$ cat config.mk
export PLATFORM = sky130hd
export DESIGN_NAME = eprisc_busmaster
export DESIGN_NICKNAME = d
export VERILOG_FILES = /design/src/rtl/eprisc_busmaster.sv
export SDC_FILE = /design/constraint.sdc
export NUM_CORES = 1
export LEC_CHECK = 0
export ABC_CLOCK_PERIOD_IN_PS = 2300
export BUFFER_PORTS_ARGS = -buffer_cell sky130_fd_sc_hd__buf_2
export CORE_MARGIN = 2
export CORE_UTILIZATION = 55
export DETAILED_ROUTE_END_ITERATION = 8
export PLACE_DENSITY_LB_ADDON = 0.3
export SETUP_SLACK_MARGIN = 0.4
export SYNTH_ARGS = -nofsm -noshare
export SYNTH_HDL_FRONTEND = slang
export SYNTH_SLANG_ARGS = --single-unit
$ cat constraint.sdc
create_clock -name iClk -period 2.3 [get_ports iClk]
set_input_delay 0.115 -clock iClk [delete_from_list [all_inputs] [get_ports iClk]]
set_output_delay 0.115 -clock iClk [all_outputs]
set_load 0.01 [all_outputs]
$ cat src/rtl/eprisc_busmaster.sv
// epRISC host bus master: one 32-bit request word becomes one 6-edge byte-serial bus transaction.
// Define EPRISC_BUSMASTER_IRQ_EN to add the synchronised, sticky controller-interrupt flag.
module eprisc_busmaster #(
    parameter int unsigned CLKDIV = 4
) (
    input  logic        iClk,
    input  logic        iRst,
    input  logic        iReqValid,
    output logic        oReqReady,
    input  logic        iReqWrite,
    input  logic [14:0] iReqAddr,
    input  logic [15:0] iReqData,
    input  logic [1:0]  iReqTarget,
    output logic        oRspValid,
    output logic [31:0] oRspData,
    output logic        oBusClock,
    output logic [1:0]  oBusSelect,
    output logic [7:0]  oBusMOSI,
    input  logic [7:0]  iBusMISO,
    input  logic        iBusInterrupt,
    output logic        oIrqPending,
    input  logic        iIrqAck
);

    typedef enum logic [1:0] {StIdle, StSetup, StShift, StDone} state_t;

    state_t      state;
    logic [7:0]  divCnt;
    logic [3:0]  edgeCnt;
    logic [31:0] word;
    logic        expire;
    logic [2:0]  byteIdx;

    assign expire    = (divCnt == 8'(CLKDIV - 1));
    // Two bus-clock edges per byte slot: edgeCnt/2 selects the slot for both r_n and f_n.
    assign byteIdx   = edgeCnt[3:1];
    assign oReqReady = (state == StIdle);

    always_ff @(posedge iClk or negedge iRst) begin
        if (!iRst) begin
            state      <= StIdle;
            divCnt     <= '0;
            edgeCnt    <= '0;
            word       <= '0;
            oRspValid  <= 1'b0;
            oRspData   <= '0;
            oBusClock  <= 1'b0;
            oBusSelect <= '0;
            oBusMOSI   <= '0;
        end else begin
            oRspValid <= 1'b0;
            unique case (state)
                StIdle: begin
                    if (iReqValid) begin
                        word    <= {iReqWrite, iReqAddr, iReqData};
                        divCnt  <= '0;
                        edgeCnt <= '0;
                        if (iReqTarget == 2'd0) begin
                            oRspValid <= 1'b1;
                            oRspData  <= '0;
                            state     <= StDone;
                        end else begin
                            oBusSelect <= iReqTarget;
                            oBusClock  <= 1'b0;
                            oBusMOSI   <= '0;
                            state      <= StSetup;
                        end
                    end
                end
                StSetup: begin
                    if (expire) begin
                        divCnt <= '0;
                        state  <= StShift;
                    end else begin
                        divCnt <= divCnt + 8'd1;
                    end
                end
                StShift: begin
                    if (expire) begin
                        divCnt    <= '0;
                        oBusClock <= ~oBusClock;
                        edgeCnt   <= edgeCnt + 4'd1;
                        if (!oBusClock) begin
                            case (byteIdx)
                                3'd0:    oBusMOSI <= word[7:0];
                                3'd1:    oBusMOSI <= word[15:8];
                                3'd2:    oBusMOSI <= word[23:16];
                                3'd3:    oBusMOSI <= word[31:24];
                                default: oBusMOSI <= 8'h00;
                            endcase
                        end else begin
                            if (byteIdx < 3'd4) begin
                                oRspData[{byteIdx[1:0], 3'b000} +: 8] <= iBusMISO;
                            end
                            if (edgeCnt == 4'd11) begin
                                oRspValid  <= 1'b1;
                                oBusSelect <= '0;
                                oBusMOSI   <= '0;
                                state      <= StDone;
                            end
                        end
                    end else begin
                        divCnt <= divCnt + 8'd1;
                    end
                end
                StDone: begin
                    state <= StIdle;
                end
            endcase
        end
    end

`ifdef EPRISC_BUSMASTER_IRQ_EN
    logic [1:0] irqSync;
    logic       irqPrev;

    always_ff @(posedge iClk or negedge iRst) begin
        if (!iRst) begin
            irqSync     <= '0;
            irqPrev     <= 1'b0;
            oIrqPending <= 1'b0;
        end else begin
            irqSync <= {irqSync[0], iBusInterrupt};
            irqPrev <= irqSync[1];
            // A fresh edge outranks a coincident acknowledge so no interrupt is lost.
            if (irqSync[1] && !irqPrev) begin
                oIrqPending <= 1'b1;
            end else if (iIrqAck) begin
                oIrqPending <= 1'b0;
            end
        end
    end
`else
    logic unusedIrq;
    assign unusedIrq   = iBusInterrupt ^ iIrqAck;
    assign oIrqPending = 1'b0;
`endif

endmodule

# Yosys cells after proc, flatten, opt, wreduce, memory -nomap -nowiden
# Index checks and enable logic that the tools add are counted.
# W data, S select, Z words.
[totals]
inputBits = 47
out_inout_bits = 46
reg_bits = 90
[op_classes]
eq_ne = 17
n_shift = 2
reduce_logical = 14
bitwise = 1
n_lt_le_gt_ge = 1
add_sub_neg = 3
n_mux = 43
[op_table]
columns = ["cell", "n"]
rows = [
  ["$mux W32", 5],
  ["$pmux W32 S2", 1],
  ["$mux W8", 7],
  ["$bwmux W32", 1],
  ["$pmux W8 S2", 2],
  ["$pmux W8 S4", 1],
  ["$shift A8 B7 Y32 const A", 1],
  ["$shiftx A8 B7 Y32", 1],
  ["$mux W2", 11],
  ["$ne A2 B2 Y1 const B", 7],
  ["$reduce_and A6 Y1", 2],
  ["$reduce_and A5 Y1", 2],
  ["$add A8 B1 Y8 const B", 1],
  ["$eq A8 B2 Y1 const B", 1],
  ["$mux W1", 8],
  ["$mux W4", 2],
  ["$pmux W2 S4", 1],
  ["$pmux W4 S2", 1],
  ["$neg A5 Y7", 1],
  ["$eq A3 B2 Y1 const B", 2],
  ["$add A4 B1 Y4 const B", 1],
  ["$eq A2 B2 Y1 const B", 2],
  ["$eq A4 B4 Y1 const B", 1],
  ["$logic_not A2 Y1", 2],
  ["14 further kinds", 17],
]

# Logic depth before layout (Yosys ltp)
# Gate-level depths: netlist of run 1.
[logic_depth]
ltp_word = 7
mapped_depth = 8

# Worst setup path after synthesis of run 1
# No wires, ideal clock.
[synth_path]
path_type = "register -> register"
startpoint = "reg state[0]"
endpoint = "reg oBusMOSI[2]"
setup_ns = 0.125
path_slack_ns = 0.147
n_path_buf = 1
arrival_ns = 2.029
stages_incl_launch_ff = 8
required_ns = 2.175
cell_sequence = "dfrtp_1 -> inv_1 -> ha_1 -> buf_2 -> nand2_1 -> o21a_1 -> a211oi_4 -> mux2_2"
[synth_via]
elab_chain_cells = 3
elab_cells_between_ends = 9
[synth_lines]
columns = ["element", "line_no", "source"]
rows = [
  ["from (decl)", "27", "state_t state;"],
  ["from (signal assigned)", "41", "state <= StIdle;"],
  ["from (signal assigned)", "61", "state <= StDone;"],
  ["from (signal assigned)", "66", "state <= StSetup;"],
  ["$logic_not A2 Y1 (*)", "--", ""],
  ["net oReqReady", "9", "output logic oReqReady,"],
  ["$ne A2 B2 Y1 (no source line) or $reduce_bool A2 Y1 (tied branches)", "--", ""],
  ["$reduce_and A5 Y1 (no source line)", "--", ""],
  ["to (signal assigned)", "85", "3'd0: oBusMOSI <= word[7:0];"],
  ["to (signal assigned)", "86", "3'd1: oBusMOSI <= word[15:8];"],
  ["to (signal assigned)", "87", "3'd2: oBusMOSI <= word[23:16];"],
  ["to (decl)", "18", "output logic [7:0] oBusMOSI,"],
]
# The timed path passes the listed nets; every way through them passes the cells marked *.
# A chain may end at the register's enable or synchronous reset.

# Final worst setup path of run 1
[layout_path]
startpoint = "reg divCnt[5]"
endpoint = "reg oBusMOSI[7]"
[layout_via]
elab_chain_cells = 3
[layout_lines]
columns = ["element", "line_no", "source"]
rows = [
  ["from (decl)", "28", "logic [7:0] divCnt;"],
  ["from (signal assigned)", "75", "divCnt <= divCnt + 8'd1;"],
  ["from (signal assigned)", "103", "divCnt <= divCnt + 8'd1;"],
  ["$eq A8 B2 Y1", "34", "assign expire = (divCnt == 8'(CLKDIV - 1));"],
  ["$ne A2 B2 Y1 (no source line)", "--", ""],
  ["$reduce_and A5 Y1 (no source line)", "--", ""],
]
# Every way passes these cells.

==> results of run 1 <==
## registers in the layout, summed over array words and instances (netlist names)
name and flops:
state 2, oBusSelect 2, oRspData 32, oBusMOSI 8
oRspValid 1, oBusClock 1, edgeCnt 4, divCnt 8
word 32
## Yosys cell counts (2+ instances only)
cell,n
and4_1,2
nor2_1,12
o211ai_1,3
nor4_4,2
nor3_1,4
nand4_1,2
buf_1,3
xnor2_1,3
mux2_1,3
a22oi_1,17
o21ai_0,10
inv_1,41
a2111oi_4,3
clkbuf_1,10
nor4_1,3
mux2_2,38
mux2i_1,36
nor2b_1,3
dfrtp_1,90
o31ai_1,2
a22o_1,2
nand2_1,48
a31o_2,2
ha_1,13
a21oi_1,14
nand3_1,3
xor2_1,2
nand2b_1,2
buf_2,2
## cell families (layout without fill, tap and decap cells)
kind of cell / after synthesis / after routing / synth area share
and+or+nand+nor: 93 / 93 / 0.1091
DFF: 90 / 90 / 0.5035
muxes: 77 / 77 / 0.1838
AOI/OAI and AO/OA: 60 / 60 / 0.1074
buffers and inverters: 57 / 212 / 0.04923
adders and majority gates: 13 / 13 / 0.03636
xor gates and xnor gates: 5 / 5 / 0.009792
other: 1 / 1 / 0.0008384
## cell type report
type | count | area, µm²
clock buffers | 10 | 137.6
clock inverters | 6 | 55.05
fillers | 525 | 1891
inverters | 41 | 157.7
multi-input cells | 249 | 2118
flip-flops and latches | 90 | 2257
well taps | 102 | 127.6
repair buffers | 155 | 1064
## through the flow
step | power [mW] | util
final | 6.404 | 0.7579
after CTS | 6.250 | 0.7471
after global placement | 4.825 | 0.6582
after detailed placement | 4.937 | 0.6582
after floorplan | 4.232 | -
after global routing | 6.748 | 0.7579
## per-layer routing
layer / up-vias / share of wire / GRT usage
met3: 21 / 0.056 / 0.05136
met1: 1797 / 0.42 / 0.3459
li1: 1670 / - / -
met4: 0 / 0.021 / 0.08696
met5: - / 0 / 0
met2: 148 / 0.50 / 0.4345
## report_power, final
group,switching [mW],internal (mW),total [mW]
sequential,0.308,2.04,2.35
clock,0.630,0.445,1.07
combinational,1.48,1.50,2.98
total,2.42,3.98,6.40
## repair_timing
action                                  CTS  global route
hold endpoints to repair                 75             0
hold buffers                             34             0
pin swaps                                 7             4
setup buffers                            13             5
gates resized for setup                  15            14
endpoints found under the setup margin   44            51
## critical path, cell delays in order (launching register included)
cell and delay [ns]:
dfrtp_2 0.45, nor4_4 0.30, buf_4 0.16, nand2_2 0.10, a211oi_4 0.24, buf_6 0.18, mux2_1 0.34
## final timing paths
path / start / end / cells after the start
setup reg to reg: divCnt[5] / oBusMOSI[7] / 6
max in group asynchronous: iRst / word[3] / 3
hold reg to reg: oBusMOSI[1] / oBusMOSI[1] / 1
setup / recovery: divCnt[5] / oBusMOSI[7] / 6
hold / removal: iReqTarget[0] / oBusSelect[0] / 2
min in group asynchronous: iRst / oRspData[29] / 2
==> run metrics, run 1 <==
outcome=finished clean; Antenna diodes=0; Final Cycle Share=0.8225; final setup fails=0; Worst-Skew Late Latency=0.38 ns; gpl congestion=0.8391; drt first pass iters=4; Synth area leaders=dfrtp_1 50%, mux2_2 9.6%, mux2i_1 8.1%, nand2_1 4.0%, ha_1 3.6%; final WL=around 11 mm; Synth Register Bits=90; hold slack=0.007169 ns; placed cells=585; Root Driver=clkbuf_8; Mapped Area=0.004473 mm²; Crit. End Element=flop; initial antenna violation count=0; Slew @ Worst Pin=0.5766 ns; most common library cell in the layout ignoring fill and taps=buf_2; Initial Util=0.5729; ys flop type=dfrtp_1; violation count after the first detailed-route iteration=180; post-route setup TNS=0 ns; vias=3636; worst relative slew slack=0.6156; slack of the worst reg-to-reg path=roughly 0.41 ns; core area=a little under 0.008 mm²; total die area=~0.009 mm²; Synth top area share=0.5035; TritonCTS clock tree=built; Num CTS Buffers=9; Rows=32; vias in the first global route=3546; Critical Path RT=~2.6 ns; RSZ-0062 raised after global routing=yes; I/O Buffers=slightly below 90; CP Max Fanout=8; commonest non-fill, non-tap cells in the layout=88 x buf_2, 86 x dfrtp_1, 47 x nand2_1, 39 x inv_1, 35 x mux2i_1; Post-DRT Antenna Nets=0; hpwl dp=7.038 mm; Net Count, Synth=456; Layout area overhead=32.28%; Ys Warns=0; crit path DAT=2.15 ns; final instance area=between 0.005 and 0.006 mm²; LEAKAGE=2.731 nW; Setup crit start kind=flop; largest net degree at the start of global routing=between 40 and 50; mean cell area of the mapped netlist=around 11 µm²; final setup margin=roughly 0.41 ns; I/O Pins=93; Final nets=between 600 and 700; min Tclk post-route=1.892 ns; gr usage total=0.2619; Die W=approximately 94 µm; fin. max-slew vios=0; Placement Setup Slack=0.09538 ns; Synth area leader=dfrtp_1; number of distinct library cells after synthesis=50; average routed wire per standard cell=17.26 µm; DRC violations left=0; register area share after synthesis=0.5035; Power Dens Cells=1082 mW/mm²; Post-Synthesis Cells=396; HP Class=input port to flop; DP Area=just over 0.005 mm²; crit path kind=flop to flop; Post-synth EDFFs=0; Die Y=94.18 µm; fmax=528.6 MHz; layout cells sized above 1=0.3811; Final Hold Viols=0; Non-Filler Instances=653; global-route wire length before repair=17.70 mm; clk sink count=90; # H-tree levels=3; Max clock buf depth=2; DR vias/cell=approximately 5.6; asr flop ratio synth=1.000; clock skew=0.01250 ns; remaining global-route overflow=0; Max IR drop VDD=0.7424 mV; max_cap viols=0; Clk pin slew, worst setup/hold paths=0.09 ns
(Power assumes the default switching activity.)
==> run 2: changes to the inputs <==
Settings changed: ABC_CLOCK_PERIOD_IN_PS 2300 to 1800.
Clock period 2.3 ns to 1.8 ns, I/O delays scaled along.
==> run metrics, run 2 (synthesis results as in run 1) <==
CP Cell Sequence=inv_2 -> ha_4 -> buf_6 -> nand2_4 -> o21a_4 -> a211oi_4 -> buf_12 -> mux2_4; Power Dens Cells=1476 mW/mm²; I/O Buffers=89; Die Y=approximately 94 µm; Layout area overhead=50.69%; internal power=just over 6 mW; Reg-to-Reg Start=state[1]; Combinational Power Share=0.557; gr usage total=0.3194; initial antenna violation count=0; Final Hold Viols=0; WHS Endpoint=oRspData[18]; violation count after the first detailed-route iteration=285; gpl congestion=0.8858; Antenna diodes=0; remaining global-route overflow=0; most common library cell in the layout ignoring fill and taps=dfrtp_1; top flop regs=oRspData x32, word x32; failing checks=negative setup slack; outcome=finished with violations; post-route setup TNS=-4.889 ns; DRC violations left=0; Critical Path Max Stage Delay=0.45 ns; I/O Pins=93; sw frac=0.3915; Post-DRT Antenna Nets=0; CP delay by family, top=compound AO/OA/AOI/OAI gates; final setup fails=46; Die W=about 94 µm; final setup margin=-0.2010 ns; vias in the first global route=4242; largest net degree at the start of global routing=91; RSZ-0062 raised after global routing=yes; min Tclk post-route=2.001 ns; Crit. End Element=flop; hold slack=0.01143 ns; crit path DAT=2.27 ns; R2R cell count=8; global-route wire length before repair=21.40 mm; Root Driver=clkbuf_8; core area=between 0.007 and 0.008 mm²; Setup crit start kind=flop; clock skew=0.01526 ns; Clk pin slew, worst setup/hold paths=roughly 0.1 ns; crit path kind=flop to flop; max_cap viols=0; Sequential Power Share=0.304; Max clock buf depth=2; Rows=32; commonest non-fill, non-tap cells in the layout=89 x dfrtp_1, 87 x buf_2, 56 x buf_4, 45 x nand2_1, 39 x dlygate4sd3_1; DR vias/cell=5.952; vias=4214; HP Start=iBusMISO[2]; Critical Path RT=2.07 ns; average routed wire per standard cell=around 22 µm; CP Max Fanout=8; Worst-Skew Late Latency=roughly 0.38 ns; drt first pass iters=5; clock power share=0.139; reg2reg end=oBusMOSI[1]; hpwl dp=7.324 mm; Psw=3.894 mW; final WL=between 15 and 20 mm; layout cells sized above 1=0.4769; HP Class=input port to flop; total die area=0.008870 mm²; # H-tree levels=3; Num CTS Buffers=9; fmax=499.7 MHz; fin. max-slew vios=0; slack of the worst reg-to-reg path=-0.20 ns; Initial Util=0.5729; Hold Crit Depth=3; Final Cycle Share=1.112; LEAKAGE=~3.2 nW; Final nets=661; Bufs and invs on worst path=3; TritonCTS clock tree=built; slowest CP cell=dfrtp_1; Max IR drop VDD=1.437 mV; clk sink count=90
## run 2: cell count changes in the layout (fill, tap and decap cells not counted), sizes merged
cell	change
clkbuf	+1
buf	+47
clkinv	+3
clkinvlp	-2
dlygate4sd3	+5
inv	-1
bufbuf	+2
## run 2: what timing repair did
item,in CTS,in global routing
hold endpoints to repair,130,0
hold buffers,39,0
gates resized for setup,49,39
pin swaps,16,12
setup buffers,12,8
gates cloned,3,1
setup endpoints to repair,89,91
## run 2: power by group through the flow
stage	clock (mW)	sequential, mW	combinational [mW]
after floorplan	0	2.96	2.54
after global placement	0	2.92	3.79
after detailed placement	0	2.95	3.89
after CTS	1.34	2.93	4.66
after global routing	1.47	3.06	5.79
final	1.38	3.02	5.54
## run 2: worst max-delay path by stage
stage | startpoint | to | cells after the start
after floorplan | divCnt[0] | oRspData[10] | 5
final | state[1] | oBusMOSI[1] | 8
after CTS | state[1] | oRspData[8] | 9
after global routing | state[1] | oBusMOSI[1] | 8
after detailed placement | state[0] | oRspData[17] | 9
after global placement | state[0] | oRspData[20] | 9
## run 2: through the flow
stage	utilization	std cells	setup slack, ns	power (mW)	cell area, µm²
6_report	0.8633	708	-0.2010	9.947	6740
5_1_grt	0.8633	708	-0.2371	10.32	6740
3_5_place_dp	0.7067	629	-0.1999	6.845	5518
3_3_place_gp	0.7067	629	-0.1114	6.710	5518
4_1_cts	0.8300	699	-0.05731	8.933	6480
2_1_floorplan	-	396	-0.1952	5.499	4578
## run 2: per-layer routing
layer	global-route usage	part of all wire
met1	0.3918	0.37
met2	0.5577	0.52
met3	0.05538	0.071
met4	0.1292	0.039
met5	0	0
## run 2: worst reg2reg max path: cells and delay by family, from the launching register on
| kind | cells | cell delay, ns |
|---|---|---|
| buffers and inverters | 3 | 0.40 |
| adder cells (fa/ha/maj) | 1 | 0.13 |
| multiplexers | 1 | 0.32 |
| flip-flops | 1 | 0.45 |
| AO/OA/AOI/OAI | 2 | 0.46 |
| AND/OR/NAND/NOR | 1 | 0.13 |
## run 2: cell type report
type / count / area, µm²
clock inverter: 6 / 50.05
inverter: 41 / 153.9
multi-input combinational: 249 / 2345
timing repair buffer: 210 / 1673
sequential: 90 / 2253
tap: 102 / 127.6
fill: 363 / 1067
clock buffer: 10 / 137.6
==> run 3: changes to the inputs <==
Settings changed: ABC_AREA from default to 1, REMOVE_ABC_BUFFERS from default to 1.
==> run metrics, run 3 <==
outcome=finished clean; area share of and/or/nand/nor cells after synthesis=0.3906; DR vias/cell=5.804; Num CTS Buffers=9; clock skew=0.01052 ns; Rows=33; most numerous cell in the Yosys netlist=nand2_1; # H-tree levels=3; Final Hold Viols=0; vias in the first global route=around 4500; most common library cell in the layout ignoring fill and taps=nand2_1; Synth top area share=0.4832; Post-synth EDFFs=0; Non-Filler Instances=about 890; total die area=0.009227 mm²; slowest CP cell=dfrtp_1; Post-DRT Antenna Nets=0; placed cells=800; register area=~0.0023 mm²; DP Area=0.005301 mm²; commonest non-fill, non-tap cells in the layout=261 x nand2_1, 87 x dfrtp_1, 87 x buf_2, 43 x nor2_1; hpwl dp=7.852 mm; final setup margin=0.04830 ns; complex-gate fraction of the synthesized area=0.02819; R2R cell count=10; Worst-Skew Late Latency=~0.36 ns; Final Cycle Share=0.9732; Synth Register Bits=90; TritonCTS clock tree=built; fmax=570.9 MHz; Root Driver=clkbuf_8; violation count after the first detailed-route iteration=487; Critical Path End=oRspData[17]; vias=around 5100; Antenna diodes=0; global-route wire length before repair=21.56 mm; crit path kind=flop to flop; CP Cell Sequence=inv_2 -> ha_4 -> buf_6 -> nand2_2 -> inv_2 -> nand4_1 -> buf_6 -> nor2_1 -> nand4_1 -> nand2_1; average routed wire per standard cell=17.39 µm; RSZ-0062 raised after global routing=yes; Die W=96.06 µm; gr usage total=0.3060; reg2reg end=oRspData[17]; post-route setup TNS=0 ns; initial antenna violation count=0; Mapped Area=0.004661 mm²; CP startpoint=state[0]; Ys Warns=0; Critical Path RT=2.11 ns; fin. max-slew vios=0; remaining global-route overflow=0; adder-cell share of the synthesized area=0.03490; final WL=15.41 mm; Crit. End Element=flop; I/O Pins=93; Setup crit start kind=flop; core area=between 0.008 and 0.009 mm²; Clk pin slew, worst setup/hold paths=0.09 ns; Synth area leaders=dfrtp_1 48%, nand2_1 23%, nand4_1 4.8%, nor2_1 4.5%, ha_1 3.5%; ys flop type=dfrtp_1; Reg-to-Reg Start=state[0]; Power Dens Cells=1494 mW/mm²; HP Class=input port to flop; Final Util=0.8159; Die Y=96.06 µm; final setup fails=0; max_cap viols=0; Max IR drop VDD=0.8376 mV; Final nets=836; Max clock buf depth=2; top flop regs=oRspData x32, word x32; mean cell area of the mapped netlist=7.704 µm²; slack of the worst reg-to-reg path=0.05 ns; LEAKAGE=3.613 nW; final instance area=0.006704 mm²; drt first pass iters=7; asr flop ratio synth=1.000; number of distinct library cells after synthesis=31; Layout area overhead=43.84%; Critical Path Max Stage Delay=0.40 ns; largest net degree at the start of global routing=42; Initial Util=0.5672; Placement Setup Slack=0.01967 ns; footprint of the multi-input gates=0.002549 mm²; DRC violations left=0; Pwr Total=10.02 mW; Post-Synthesis Cells=605; largest family of logic cells by synthesized area=simple AND/OR/NAND/NOR gates; gpl congestion=about 0.9; layout cells sized above 1=0.3380; min Tclk post-route=1.752 ns; number of fill cells=463; Post-Synth XOR/XNOR Area=0.003758; crit path DAT=between 2 and 2.5 ns; register area share after synthesis=0.4832; hold slack=0.06954 ns; mux share of post-synthesis cell area=0; CP Max Fanout=8; commonest cells in the netlist=285 x nand2_1, 90 x dfrtp_1, 56 x nor2_1; I/O Buffers=89; clk sink count=90; Synth area leader=dfrtp_1
==> run 3: cell count changes after synthesis, sizes merged, moves of 5 or more <==
| cell | delta |
|---|---|
| a21oi | -8 |
| a22oi | -17 |
| buf | +8 |
| clkbuf | -5 |
| mux2 | -41 |
| mux2i | -36 |
| nand2 | +239 |
| nand3 | +16 |
| nand4 | +38 |
| nor2 | +46 |
| nor4 | -5 |
| o21ai | +5 |
==> run 3: area by class of cell <==
cell class,instances,area share
Multi-Input combinational cell,458,0.3802
Tap cell,105,0.01960
Sequential cell,90,0.3365
Timing Repair Buffer,178,0.2088
Clock buffer,11,0.02109
Clock inverter,5,0.008025
Inverter,39,0.02576
==> run 3: power by group <==
part,switching (mW),internal [mW],total [mW],leakage [nW]
Sequential,0.400,2.62,3.02,1.19
Combinational,3.29,2.29,5.59,2.32
Clock,0.729,0.677,1.41,0.103
==> run 3: cells by family after synthesis <==
family	count (synthesis)
XOR/XNOR	2
AO/OA/AOI/OAI	24
flip-flops	90
buffers and inverters	58
adder cells (fa/ha/maj)	13
AND/OR/NAND/NOR	417
other	1
==> run 3: worst max-delay path: cells and delay by family (launching register included) <==
kind	cells	cell delay, ns
adders and majority gates	1	0.21
buffers and inverters	4	0.52
and+or+nand+nor	5	0.57
DFF	1	0.40
==> run 3: worst min-delay path by stage <==
stage | cells after the start | endpoint | slack [ns] | from
after floorplan | 0 | divCnt[0] | -0.21 | iRst
after global placement | 1 | divCnt[5] | 0.04 | iRst
after detailed placement | 1 | divCnt[6] | 0.04 | iRst
after CTS | 4 | oBusSelect[0] | 0.07 | iReqTarget[0]
after global routing | 4 | oBusSelect[1] | 0.08 | iReqTarget[1]
final | 4 | oBusSelect[0] | 0.07 | iReqTarget[0]
==> run 3: per-layer routing <==
layer / part of all wire / wire length, µm / vias up / track usage
met1: 0.38 / 5840 / 2492 / 0.3951
met3: 0.075 / 1159 / 74 / 0.06578
met4: 0.039 / 600 / 0 / 0.1333
li1: - / - / 2262 / -
met5: 0 / 0 / - / 0
met2: 0.51 / 7810 / 314 / 0.4971
==> run 3: repair_timing <==
item / in CTS / in global routing
pin swaps: 35 / 35
cloned: 2 / 2
hold buffers: 33 / 0
buffers inserted: 17 / 16
resized for setup: 71 / 77
endpoints found under the setup margin: 57 / 91
endpoints found under the hold margin: 58 / 0
